===== src/rtl/target_locator_pkg.sv =====
// Shared types and constants for the target locator: coordinate width, FSM states
// and the values the per-frame accumulators return to when a new frame begins.
package target_pkg;

    typedef logic [10:0] coord_t;
    typedef logic [15:0] count_t;

    typedef enum logic [1:0] {
        WAIT_FRAME,
        ACCUM,
        REPORT
    } state_t;

    localparam coord_t ACC_MIN_CLEAR   = 11'd2047;
    localparam coord_t ACC_MAX_CLEAR   = 11'd0;
    localparam count_t ACC_COUNT_CLEAR = 16'd0;
    localparam count_t COUNT_SAT       = 16'hFFFF;

    // Sum is widened by one bit so two maximal coordinates cannot wrap before halving.
    function automatic coord_t midpoint(input coord_t a, input coord_t b);
        logic [11:0] sum;
        sum = {1'b0, a} + {1'b0, b};
        return coord_t'(sum >> 1);
    endfunction

endpackage


===== src/rtl/target_locator_if.sv =====
// Pixel stream in, per-frame target report out; the locator sits on the slave side.
interface target_locator_if;
    import target_pkg::*;

    logic   frame_start;
    logic   frame_end;
    logic   pixel_valid;
    coord_t pixel_x;
    coord_t pixel_y;
    logic   pixel_match;

    logic   on_screen;
    coord_t tracked_coordinates_x;
    coord_t tracked_coordinates_y;
    logic   coords_valid;

    modport master (
        output frame_start, frame_end, pixel_valid, pixel_x, pixel_y, pixel_match,
        input  on_screen, tracked_coordinates_x, tracked_coordinates_y, coords_valid
    );

    modport slave (
        input  frame_start, frame_end, pixel_valid, pixel_x, pixel_y, pixel_match,
        output on_screen, tracked_coordinates_x, tracked_coordinates_y, coords_valid
    );

endinterface


===== src/rtl/target_locator_axis_extent.sv =====
// Running min/max of one coordinate axis over a frame, with the midpoint of the extent.
module axis_extent
    import target_pkg::*;
(
    input  logic   clk,
    input  logic   rst,
    input  logic   clear_i,
    input  logic   update_i,
    input  coord_t coord_i,
    output coord_t mid_o
);

    coord_t min_q, min_d;
    coord_t max_q, max_d;
    coord_t base_min, base_max;

    // A clear and an update in the same cycle start a fresh extent from this coordinate.
    always_comb begin
        base_min = clear_i ? ACC_MIN_CLEAR : min_q;
        base_max = clear_i ? ACC_MAX_CLEAR : max_q;
        min_d    = base_min;
        max_d    = base_max;
        if (update_i) begin
            if (coord_i < base_min) min_d = coord_i;
            if (coord_i > base_max) max_d = coord_i;
        end
    end

    always_ff @(posedge clk) begin
        if (rst) begin
            min_q <= ACC_MIN_CLEAR;
            max_q <= ACC_MAX_CLEAR;
        end else begin
            min_q <= min_d;
            max_q <= max_d;
        end
    end

    assign mid_o = midpoint(min_q, max_q);

endmodule


===== src/rtl/target_locator.sv =====
// Frame-based colour target tracker: bounds matched pixels per frame and reports the
// centre of the bounding box, with hysteresis on losing the target.
module target_locator
    import target_pkg::*;
#(
    parameter int MIN_PIXELS    = 16,
    parameter int LOST_FRAMES   = 4,
    parameter int SCREEN_WIDTH  = 640,
    parameter int SCREEN_HEIGHT = 480
) (
    input logic              clk,
    input logic              rst,
    target_locator_if.slave  loc_if
);

    localparam count_t MIN_COUNT_C  = count_t'(MIN_PIXELS);
    localparam count_t MISS_LIMIT_C = count_t'(LOST_FRAMES);
    localparam coord_t WIDTH_C      = coord_t'(SCREEN_WIDTH);
    localparam coord_t HEIGHT_C     = coord_t'(SCREEN_HEIGHT);

    state_t state_q;
    count_t count_q, count_d, count_base;
    count_t miss_q, miss_inc;
    logic   on_screen_q;
    coord_t coord_x_q, coord_y_q;
    logic   coords_valid_q;

    logic   pixel_ok;
    logic   acc_clear;
    logic   acc_update;
    logic   sighting;
    coord_t mid_x, mid_y;

    assign pixel_ok = loc_if.pixel_valid && loc_if.pixel_match &&
                      (loc_if.pixel_x < WIDTH_C) && (loc_if.pixel_y < HEIGHT_C);

    // frame_start always restarts the accumulators and still takes its own pixel.
    always_comb begin
        acc_clear  = 1'b0;
        acc_update = 1'b0;
        case (state_q)
            WAIT_FRAME: begin
                acc_clear  = loc_if.frame_start;
                acc_update = loc_if.frame_start && pixel_ok;
            end
            ACCUM: begin
                acc_clear  = loc_if.frame_start;
                acc_update = pixel_ok;
            end
            default: begin
                acc_clear  = 1'b0;
                acc_update = 1'b0;
            end
        endcase
    end

    always_comb begin
        count_base = acc_clear ? ACC_COUNT_CLEAR : count_q;
        count_d    = count_base;
        if (acc_update && (count_base != COUNT_SAT)) count_d = count_base + 16'd1;
    end

    assign sighting = (count_q >= MIN_COUNT_C);
    assign miss_inc = (miss_q >= MISS_LIMIT_C) ? MISS_LIMIT_C : miss_q + 16'd1;

    axis_extent u_extent_x (
        .clk      (clk),
        .rst      (rst),
        .clear_i  (acc_clear),
        .update_i (acc_update),
        .coord_i  (loc_if.pixel_x),
        .mid_o    (mid_x)
    );

    axis_extent u_extent_y (
        .clk      (clk),
        .rst      (rst),
        .clear_i  (acc_clear),
        .update_i (acc_update),
        .coord_i  (loc_if.pixel_y),
        .mid_o    (mid_y)
    );

    // Report outputs are only ever loaded on the edge that leaves REPORT.
    always_ff @(posedge clk) begin
        if (rst) begin
            state_q        <= WAIT_FRAME;
            count_q        <= ACC_COUNT_CLEAR;
            miss_q         <= '0;
            on_screen_q    <= 1'b0;
            coord_x_q      <= '0;
            coord_y_q      <= '0;
            coords_valid_q <= 1'b0;
        end else begin
            count_q        <= count_d;
            coords_valid_q <= 1'b0;
            case (state_q)
                WAIT_FRAME: begin
                    if (loc_if.frame_start) state_q <= ACCUM;
                end
                ACCUM: begin
                    if (loc_if.frame_start)    state_q <= ACCUM;
                    else if (loc_if.frame_end) state_q <= REPORT;
                end
                REPORT: begin
                    state_q        <= WAIT_FRAME;
                    coords_valid_q <= 1'b1;
                    if (sighting) begin
                        coord_x_q   <= mid_x;
                        coord_y_q   <= mid_y;
                        miss_q      <= '0;
                        on_screen_q <= 1'b1;
                    end else begin
                        miss_q <= miss_inc;
                        if (miss_inc >= MISS_LIMIT_C) on_screen_q <= 1'b0;
                    end
                end
                default: state_q <= WAIT_FRAME;
            endcase
        end
    end

    assign loc_if.on_screen             = on_screen_q;
    assign loc_if.tracked_coordinates_x = coord_x_q;
    assign loc_if.tracked_coordinates_y = coord_y_q;
    assign loc_if.coords_valid          = coords_valid_q;

endmodule


===== src/flat_wrapper.sv =====
// flat-port wrapper written by rule: the top's interface ports become plain ports
module target_locator_flat import target_pkg::*;
#(
    parameter int MIN_PIXELS    = 16,
    parameter int LOST_FRAMES   = 4,
    parameter int SCREEN_WIDTH  = 640,
    parameter int SCREEN_HEIGHT = 480
)
  (clk, rst, loc_if_frame_start, loc_if_frame_end, loc_if_pixel_valid, loc_if_pixel_x, loc_if_pixel_y, loc_if_pixel_match, loc_if_on_screen, loc_if_tracked_coordinates_x, loc_if_tracked_coordinates_y, loc_if_coords_valid);
  target_locator_if loc_if_i ();
  input logic clk;
  input logic rst;
  input wire logic [$bits(loc_if_i.frame_start)-1:0] loc_if_frame_start;
  input wire logic [$bits(loc_if_i.frame_end)-1:0] loc_if_frame_end;
  input wire logic [$bits(loc_if_i.pixel_valid)-1:0] loc_if_pixel_valid;
  input wire logic [$bits(loc_if_i.pixel_x)-1:0] loc_if_pixel_x;
  input wire logic [$bits(loc_if_i.pixel_y)-1:0] loc_if_pixel_y;
  input wire logic [$bits(loc_if_i.pixel_match)-1:0] loc_if_pixel_match;
  output wire logic [$bits(loc_if_i.on_screen)-1:0] loc_if_on_screen;
  output wire logic [$bits(loc_if_i.tracked_coordinates_x)-1:0] loc_if_tracked_coordinates_x;
  output wire logic [$bits(loc_if_i.tracked_coordinates_y)-1:0] loc_if_tracked_coordinates_y;
  output wire logic [$bits(loc_if_i.coords_valid)-1:0] loc_if_coords_valid;
  assign loc_if_i.frame_start = loc_if_frame_start;
  assign loc_if_i.frame_end = loc_if_frame_end;
  assign loc_if_i.pixel_valid = loc_if_pixel_valid;
  assign loc_if_i.pixel_x = loc_if_pixel_x;
  assign loc_if_i.pixel_y = loc_if_pixel_y;
  assign loc_if_i.pixel_match = loc_if_pixel_match;
  assign loc_if_on_screen = loc_if_i.on_screen;
  assign loc_if_tracked_coordinates_x = loc_if_i.tracked_coordinates_x;
  assign loc_if_tracked_coordinates_y = loc_if_i.tracked_coordinates_y;
  assign loc_if_coords_valid = loc_if_i.coords_valid;
  target_locator #(.MIN_PIXELS(MIN_PIXELS), .LOST_FRAMES(LOST_FRAMES), .SCREEN_WIDTH(SCREEN_WIDTH), .SCREEN_HEIGHT(SCREEN_HEIGHT)) u_core (.clk(clk), .rst(rst), .loc_if(loc_if_i));
endmodule

===== config.mk =====
export PLATFORM = sky130hd
export DESIGN_NAME = target_locator_flat
export DESIGN_NICKNAME = d
export VERILOG_FILES = /design/src/rtl/target_locator_pkg.sv /design/src/rtl/target_locator_if.sv /design/src/rtl/target_locator_axis_extent.sv /design/src/rtl/target_locator.sv /design/src/flat_wrapper.sv
export SDC_FILE = /design/constraint.sdc
export NUM_CORES = 1
export LEC_CHECK = 0
export ABC_AREA = 1
export CAP_MARGIN = 10
export CORE_MARGIN = 2
export CORE_UTILIZATION = 60
export CTS_CLUSTER_DIAMETER = 50
export CTS_CLUSTER_SIZE = 24
export DETAILED_ROUTE_END_ITERATION = 6
export PLACE_DENSITY = 0.81
export SKIP_CTS_REPAIR_TIMING = 1
export SLEW_MARGIN = 20
export SYNTH_ARGS = -nofsm -noshare
export SYNTH_HDL_FRONTEND = slang
export SYNTH_SLANG_ARGS = --single-unit

===== constraint.sdc =====
create_clock -name clk -period 3.2 [get_ports clk]
set_input_delay 0.64 -clock clk [delete_from_list [all_inputs] [get_ports clk]]
set_output_delay 0.64 -clock clk [all_outputs]
set_load 0.03 [all_outputs]

==> results of run 1 <==
## worst register-to-register path, delay by kind of cell, from the launching register on
kind                   cells  cell delay [ps]
flip-flops                 1              350
AO/OA/AOI/OAI              2              540
buffers and inverters      1              810
AND/OR/NAND/NOR            3              690
## worst min path at each step
| stage | endpoint | startpoint | depth (start not counted) | slack, ps |
|---|---|---|---|---|
| 3_3_place_gp | u_core.miss_q[8]$_SDFFE_PP0P_ | u_core.miss_q[8]$_SDFFE_PP0P_ | 2 | 430 |
| 5_1_grt | u_core.miss_q[7]$_SDFFE_PP0P_ | u_core.miss_q[7]$_SDFFE_PP0P_ | 2 | 460 |
| 6_report | u_core.miss_q[10]$_SDFFE_PP0P_ | u_core.miss_q[10]$_SDFFE_PP0P_ | 2 | 440 |
| 3_5_place_dp | u_core.miss_q[7]$_SDFFE_PP0P_ | u_core.miss_q[7]$_SDFFE_PP0P_ | 2 | 430 |
| 4_1_cts | u_core.miss_q[9]$_SDFFE_PP0P_ | u_core.miss_q[9]$_SDFFE_PP0P_ | 2 | 440 |
| 2_1_floorplan | u_core.miss_q[11]$_SDFFE_PP0P_ | u_core.miss_q[11]$_SDFFE_PP0P_ | 2 | 420 |
## routing by layer
layer,up-vias,GRT usage [%],part of all wire [%]
met1,3114,37.8,46
met5,-,0,0
met4,0,9.88,2.8
met2,214,47.9,46
li1,3602,-,-
met3,39,5.50,5.6
## stage by stage
step	cell area, um2	std cells	power, uW	hold WS [ps]	setup slack, ps
floorplan	6950	1099	1460	419	498
CTS	7920	1287	2700	441	502
global route	7920	1287	2790	456	277
detailed placement	7610	1271	1570	429	170
global placement	7610	1271	1560	426	224
finish	7920	1287	2680	441	495
## final cells by class
type                    instances  area, um2
fillers                      1041       3450
repair buffers                 67        668
multi-input cells             826       4220
well taps                     143        179
inverters                     133        499
flip-flops and latches        102       2040
clock buffers                   9        225
clock inverters                 7       77.6
## registers in the layout, indices dropped and copies added (netlist names)
name                                 cells
u_core.state_q                           2
u_core.loc_if.coords_valid               1
u_core.u_extent_x.min_q                 11
u_core.u_extent_x.max_q                 11
u_core.count_q                          16
u_core.miss_q                           16
u_core.loc_if.on_screen                  1
u_core.loc_if.tracked_coordinates_x     11
u_core.u_extent_y.min_q                 11
u_core.u_extent_y.max_q                 11
u_core.loc_if.tracked_coordinates_y     11
## cells by family after synthesis
group	after synthesis	share of synthesized area [%]
adders and majority gates	67	12.3
xor gates and xnor gates	16	2.02
DFF	102	29.4
and+or+nand+nor	618	37.0
buffers and inverters	171	9.78
AOI/OAI and AO/OA	125	9.51
## synth_stat cells, drive strengths merged
library cell / count / area [um2]
a21o: 1 / 7.51
inv: 131 / 492
nor2: 159 / 609
o21bai: 2 / 15.0
o21a: 2 / 15.0
and3: 1 / 6.26
nand3b: 4 / 30.0
clkinv: 2 / 7.51
buf: 18 / 105
clkbuf: 20 / 75.1
fa: 2 / 40.0
ha: 65 / 813
o211ai: 7 / 52.6
o21ai: 39 / 195
nand2: 326 / 1240
nand4: 23 / 144
dfxtp: 102 / 2040
nor3: 2 / 10.0
o31ai: 1 / 7.51
a21oi: 71 / 355
nor4: 1 / 6.26
a31oi: 2 / 12.5
xnor2: 5 / 43.8
xor2: 11 / 96.3
nand3: 102 / 523
## layout by cell type (no fill, tap or decap)
cell type / Yosys / layout
o211ai_1: 7 / 7
nand3_4: 1 / 1
clkinv_1: 2 / 3
nand4_1: 23 / 23
buf_12: 0 / 3
buf_4: 3 / 13
clkinvlp_4: 0 / 1
o31ai_1: 1 / 1
xor2_1: 11 / 11
xnor2_1: 5 / 5
inv_1: 127 / 125
a21oi_1: 71 / 71
clkbuf_16: 0 / 9
o21ai_0: 39 / 39
nor3_1: 2 / 2
nor2_1: 154 / 154
fa_1: 2 / 2
nor2_2: 5 / 5
inv_2: 4 / 5
clkdlybuf4s50_1: 0 / 51
dfxtp_1: 102 / 102
o21a_1: 2 / 2
nand2_4: 1 / 1
and3_1: 1 / 1
nand3_1: 101 / 101
inv_6: 0 / 3
o21bai_1: 2 / 2
a21o_1: 1 / 1
bufinv_16: 0 / 1
nand3b_1: 4 / 4
nand2_1: 321 / 321
a31oi_1: 2 / 2
clkinv_2: 0 / 1
nand2_2: 4 / 4
nor4_1: 1 / 1
clkinv_4: 0 / 1
ha_1: 65 / 65
## where the power goes
| part | total (uW) | leakage, uW | switching, uW | internal (uW) |
|---|---|---|---|---|
| registers | 1280 | 0.000823 | 4.50 | 1270 |
| clock network | 1140 | 0.000147 | 527 | 615 |
| logic | 264 | 0.00304 | 161 | 103 |
==> results by group, run 1 <==
Finish
  – Layout cell share with drive strength beyond 1: 4.20%
  – Final core utilization: 69.6%
  – Syn-to-layout area delta: 14.0%
  – N_diodes: 0
  – Layout Nets: 1234

Worst setup path
  – Most frequent CP cell: nand2_1
  – Crit path from: loc_if_frame_start
  – Worst stage delay on the critical path: 490 ps
  – Maximum fanout along the worst path: 26
  – Crit path max-delay family: simple AND/OR/NAND/NOR gates
  – Worst EP required: 3500 ps
  – Crit path buf inv count: 4
  – CP arrival: 3010 ps
  – CP Depth: 16
  – Reg2reg start: u_core.count_q[6]$_SDFF_PP0_
  – Crit path max-delay cell type: clkdlybuf4s50_1
  – CP cell instances: clkdlybuf4s50_1 -> inv_2 -> nor2_2 -> buf_12 -> nor2_1 -> ha_1 -> nand2_1 -> nor2_1 -> inv_1 -> a21oi_1 -> nor2_1 -> nand2_1 -> nand2_1 -> nand2_1 -> nand2_1 -> nand3_1
  – Endpoint type of the worst setup path: flop
  – FF-to-FF End: u_core.loc_if.tracked_coordinates_x[5]$_SDFFE_PP0P_
  – Critical setup path kind: in2reg
  – Worst r2r path cells: 6
  – Register-to-register setup slack: 650 ps
  – Critical Path Sink: u_core.u_extent_x.min_q[7]$_SDFF_PP1_
  – Worst setup SP type: input port

Timing
  – Final min period: 2700 ps
  – Final setup fails: 0
  – Maximum operating frequency: 370 MHz
  – Unrepaired setup endpoints after global routing: false
  – Final hold vios: 0
  – Final Cycle Share: 84.5%
  – Sum of negative setup slack: 0 ps
  – Slew Viols, Final: 0
  – Least-Margin Pin Slew: 952 ps
  – Setup Skew: 10.3 ps
  – Slew margin rel.: 36.2%

Floorplanning
  – Row cnt: 39
  – I/O Pins: 52
  – DIE HEIGHT: 112 um
  – Die area: 12500 um2
  – Die X: 112 um
  – Initial core utilization: 61.1%
  – Core Area: 11400 um2

Place
  – GPL Wtd Cong: 0.912
  – I/O Buffers: 51
  – DP Wirelength: 12.8 mm

Logic synthesis
  – Sequential fraction of the synthesis area: 29.4%
  – Ys Warns: 0
  – Net Count, Synth: 1194
  – Average size of a mapped cell: 6.32 um2
  – Synth cell types: 33
  – FF+latch count, synth: 102
  – Post-Syn Instances: 1099
  – Syn Std Cell Area: 6950 um2

Route
  – Remaining DRCs: 0
  – DR vias: 6969
  – Vias/cell: 5.41
  – Antenna-violating nets left: 0
  – DR WL/cell: 13.7 um
  – Post-Route WL: 17.6 mm
  – Total iterations of the first detailed-routing run: 6
  – Number of DRC markers in iteration 0: 574

Power
  – Power per cell area: 339 nW/um2
  – Peak supply drop: 0.476 mV
  – P_leak: 0.00401 uW

Global route
  – GRT overflow: 0
  – Vias in the first global route: 6282
  – Gr usage total: 28.8%
  – First-pass GRT wire length: 29.5 mm
  – Initial antenna violation count: 0
  – Largest net degree at the start of global routing: 43

Clock tree
  – CTS Buffer Depth: 2
  – Clock root buffer: clkbuf_16
  – Clk Latency, worst-skew pair: 360 ps
  – CTS tree: yes
  – Clk pin slew, worst setup/hold paths: 70 ps
  – CTS HTree Levels: 3
  – Clock sink count: 102
  – Total CTS buffers: 9

Flow run
  – Max-Cap Viols: 0

Hold path
  – Hold WC Path Type: reg2reg

Run status
  – Outcome: finished, final reports clean
(Power assumes the default switching activity.)
==> run 2: changes to the inputs <==
--- a/config.mk
+++ b/config.mk
@@ -8,11 +8,11 @@
 export ABC_AREA = 1
 export CAP_MARGIN = 10
 export CORE_MARGIN = 2
-export CORE_UTILIZATION = 60
+export CORE_UTILIZATION = 54
 export CTS_CLUSTER_DIAMETER = 50
 export CTS_CLUSTER_SIZE = 24
 export DETAILED_ROUTE_END_ITERATION = 6
-export PLACE_DENSITY = 0.81
+export PLACE_DENSITY = 0.77
 export SKIP_CTS_REPAIR_TIMING = 1
 export SLEW_MARGIN = 20
 export SYNTH_ARGS = -nofsm -noshare
==> constraint.sdc (replaced) <==
create_clock -name clk -period 2.15 [get_ports clk]
set_input_delay 0.43 -clock clk [delete_from_list [all_inputs] [get_ports clk]]
set_output_delay 0.43 -clock clk [all_outputs]
set_load 0.03 [all_outputs]
==> run 2 against run 1 <==
- first-iteration DRC count fell by 7.3%
- final area rose by 19%
- clock skew fell by 3.3 ps
- worst setup slack got worse by 490 ps
- die area rose by 11%
- combinational power rose by 110%
- power rose by 50%
- routed wire length rose by 16%
- sequential power rose by 48%
- critical path depth fell by 3
- sequential cell count did not move
- largest cell class unchanged
==> results by group, run 2 (same netlist as run 1, synthesis figures left out) <==
Place
  – I/O Buffers: 51
  – DP Wirelength: 14.1 mm
  – Placed inst area: 8380 um2
  – GPL Wtd Cong: 0.946
  – DP Cell Count: 1386

Power
  – Power per cell area: 429 nW/um2
  – P_leak: 0.00457 uW
  – Power Total: 4040 uW
  – Peak supply drop: 0.324 mV

Timing
  – Slew margin rel.: 64.1%
  – Least-Margin Pin Slew: 537 ps
  – Final setup fails: 0
  – Sum of negative setup slack: 0 ps
  – Setup Skew: 7.01 ps
  – Slew Viols, Final: 0
  – Final Cycle Share: 99.5%
  – Maximum operating frequency: 467 MHz
  – Final hold vios: 0
  – Unrepaired setup endpoints after global routing: true
  – Final min period: 2140 ps

Route
  – Number of DRC markers in iteration 0: 532
  – Post-Route WL: 20.4 mm
  – Vias/cell: 5.38
  – Total iterations of the first detailed-routing run: 6
  – Antenna-violating nets left: 0
  – Remaining DRCs: 0
  – DR vias: 7613
  – DR WL/cell: 14.4 um

Floorplanning
  – I/O Pins: 52
  – Initial core utilization: 55.3%
  – Core Area: 12600 um2
  – DIE HEIGHT: 117 um
  – Die X: 117 um
  – Die area: 13800 um2
  – Row cnt: 41

Clock tree
  – Clk pin slew, worst setup/hold paths: 70 ps
  – Clock root buffer: clkbuf_16
  – CTS HTree Levels: 3
  – Clk Latency, worst-skew pair: 360 ps
  – CTS Buffer Depth: 2
  – Clock sink count: 102
  – Total CTS buffers: 9
  – CTS tree: yes

Flow run
  – Max-Cap Viols: 0

Finish
  – Syn-to-layout area delta: 35.4%
  – Non-filler cells, final: 1415
  – Design Area, Final: 9410 um2
  – Fillcell total: 954
  – N_diodes: 0
  – Commonest non-fill, non-tap cells in the layout: nand2_1, nor2_1, inv_1, dfxtp_1, nand3_1
  – Layout cell share with drive strength beyond 1: 19.4%
  – Layout Nets: 1333
  – Final core utilization: 74.8%
  – Top flop regs: u_core.count_q x16, u_core.miss_q x16
  – Commonest non-fill, non-tap cell in the layout: nand2_1

Global route
  – Vias in the first global route: 6921
  – First-pass GRT wire length: 31.6 mm
  – Gr usage total: 27.7%
  – GRT overflow: 0
  – Largest net degree at the start of global routing: 43
  – Initial antenna violation count: 0

Worst setup path
  – Worst EP required: 2400 ps
  – Worst setup SP type: flop
  – Critical setup path kind: reg2reg
  – Maximum fanout along the worst path: 6
  – Endpoint type of the worst setup path: flop
  – CP arrival: 2390 ps

Hold path
  – Hold WC Path Type: reg2reg

Run status
  – Outcome: finished, final reports clean
-- run 2: cell count changes in the layout (fill, tap and decap cells not counted), moves of 5 or more --
cell,change
nor2_4,+16
ha_1,-19
a21oi_2,+5
a21oi_1,-6
nand2_2,+29
nand3_1,-6
nor2_2,+9
ha_4,+19
buf_6,+16
o21ai_0,-6
nand2_1,-32
buf_4,+74
nor2_1,-25
-- run 2: worst paths after layout --
path	startpoint	end	slack, ps	depth (start not counted)
worst min-delay path	u_core.miss_q[12]$_SDFFE_PP0P_	u_core.miss_q[12]$_SDFFE_PP0P_	440	2
worst max register to register	u_core.state_q[1]$_SDFFE_PP0P_	u_core.u_extent_x.min_q[7]$_SDFF_PP1_	10	13
worst min register to register	u_core.miss_q[12]$_SDFFE_PP0P_	u_core.miss_q[12]$_SDFFE_PP0P_	440	2
worst max-delay path	u_core.state_q[1]$_SDFFE_PP0P_	u_core.u_extent_x.min_q[7]$_SDFF_PP1_	10	13
-- run 2: report_power, final --
part	internal (uW)	leakage [uW]	total, uW	switching (uW)
registers	1890	0.000824	1900	8.73
clock network	792	0.000125	1570	780
logic	257	0.00363	561	305
total	2940	0.00457	4040	1090
-- run 2: worst max-delay path, stage by stage (launching register included) --
cell	delay, ps
dfxtp_4	370
nor2_4	140
buf_6	160
nor2_1	60
ha_1	300
a21oi_1	270
a21oi_4	100
nor2_4	160
nand2_4	90
buf_6	140
nand2_1	60
nand2_1	60
nand2_1	60
nand3_1	60
-- run 2: layout make-up --
class	count	area (um2)	share of cell area (%)
clock inverter	6	48.8	0.519
timing repair buffer	165	1550	16.5
clock buffer	10	229	2.43
sequential	102	2050	21.8
inverter	133	504	5.36
multi-input combinational	827	4810	51.1
tap	172	215	2.29
-- run 2: layer usage --
| metal | up-vias | global-route usage (%) | wire length (um) |
|---|---|---|---|
| met4 | 0 | 10.8 | 708 |
| met2 | 262 | 49.1 | 10300 |
| met5 | - | 0 | 0 |
| met3 | 58 | 4.43 | 1060 |
| met1 | 3479 | 33.4 | 8290 |
| li1 | 3814 | - | - |
-- run 2: stage by stage --
step,hold slack (ps),setup WS (ps)
after floorplan,419,-31.7
after global placement,426,-670
after detailed placement,429,-668
after CTS,441,-292
after global routing,458,-92.4
final,440,9.84
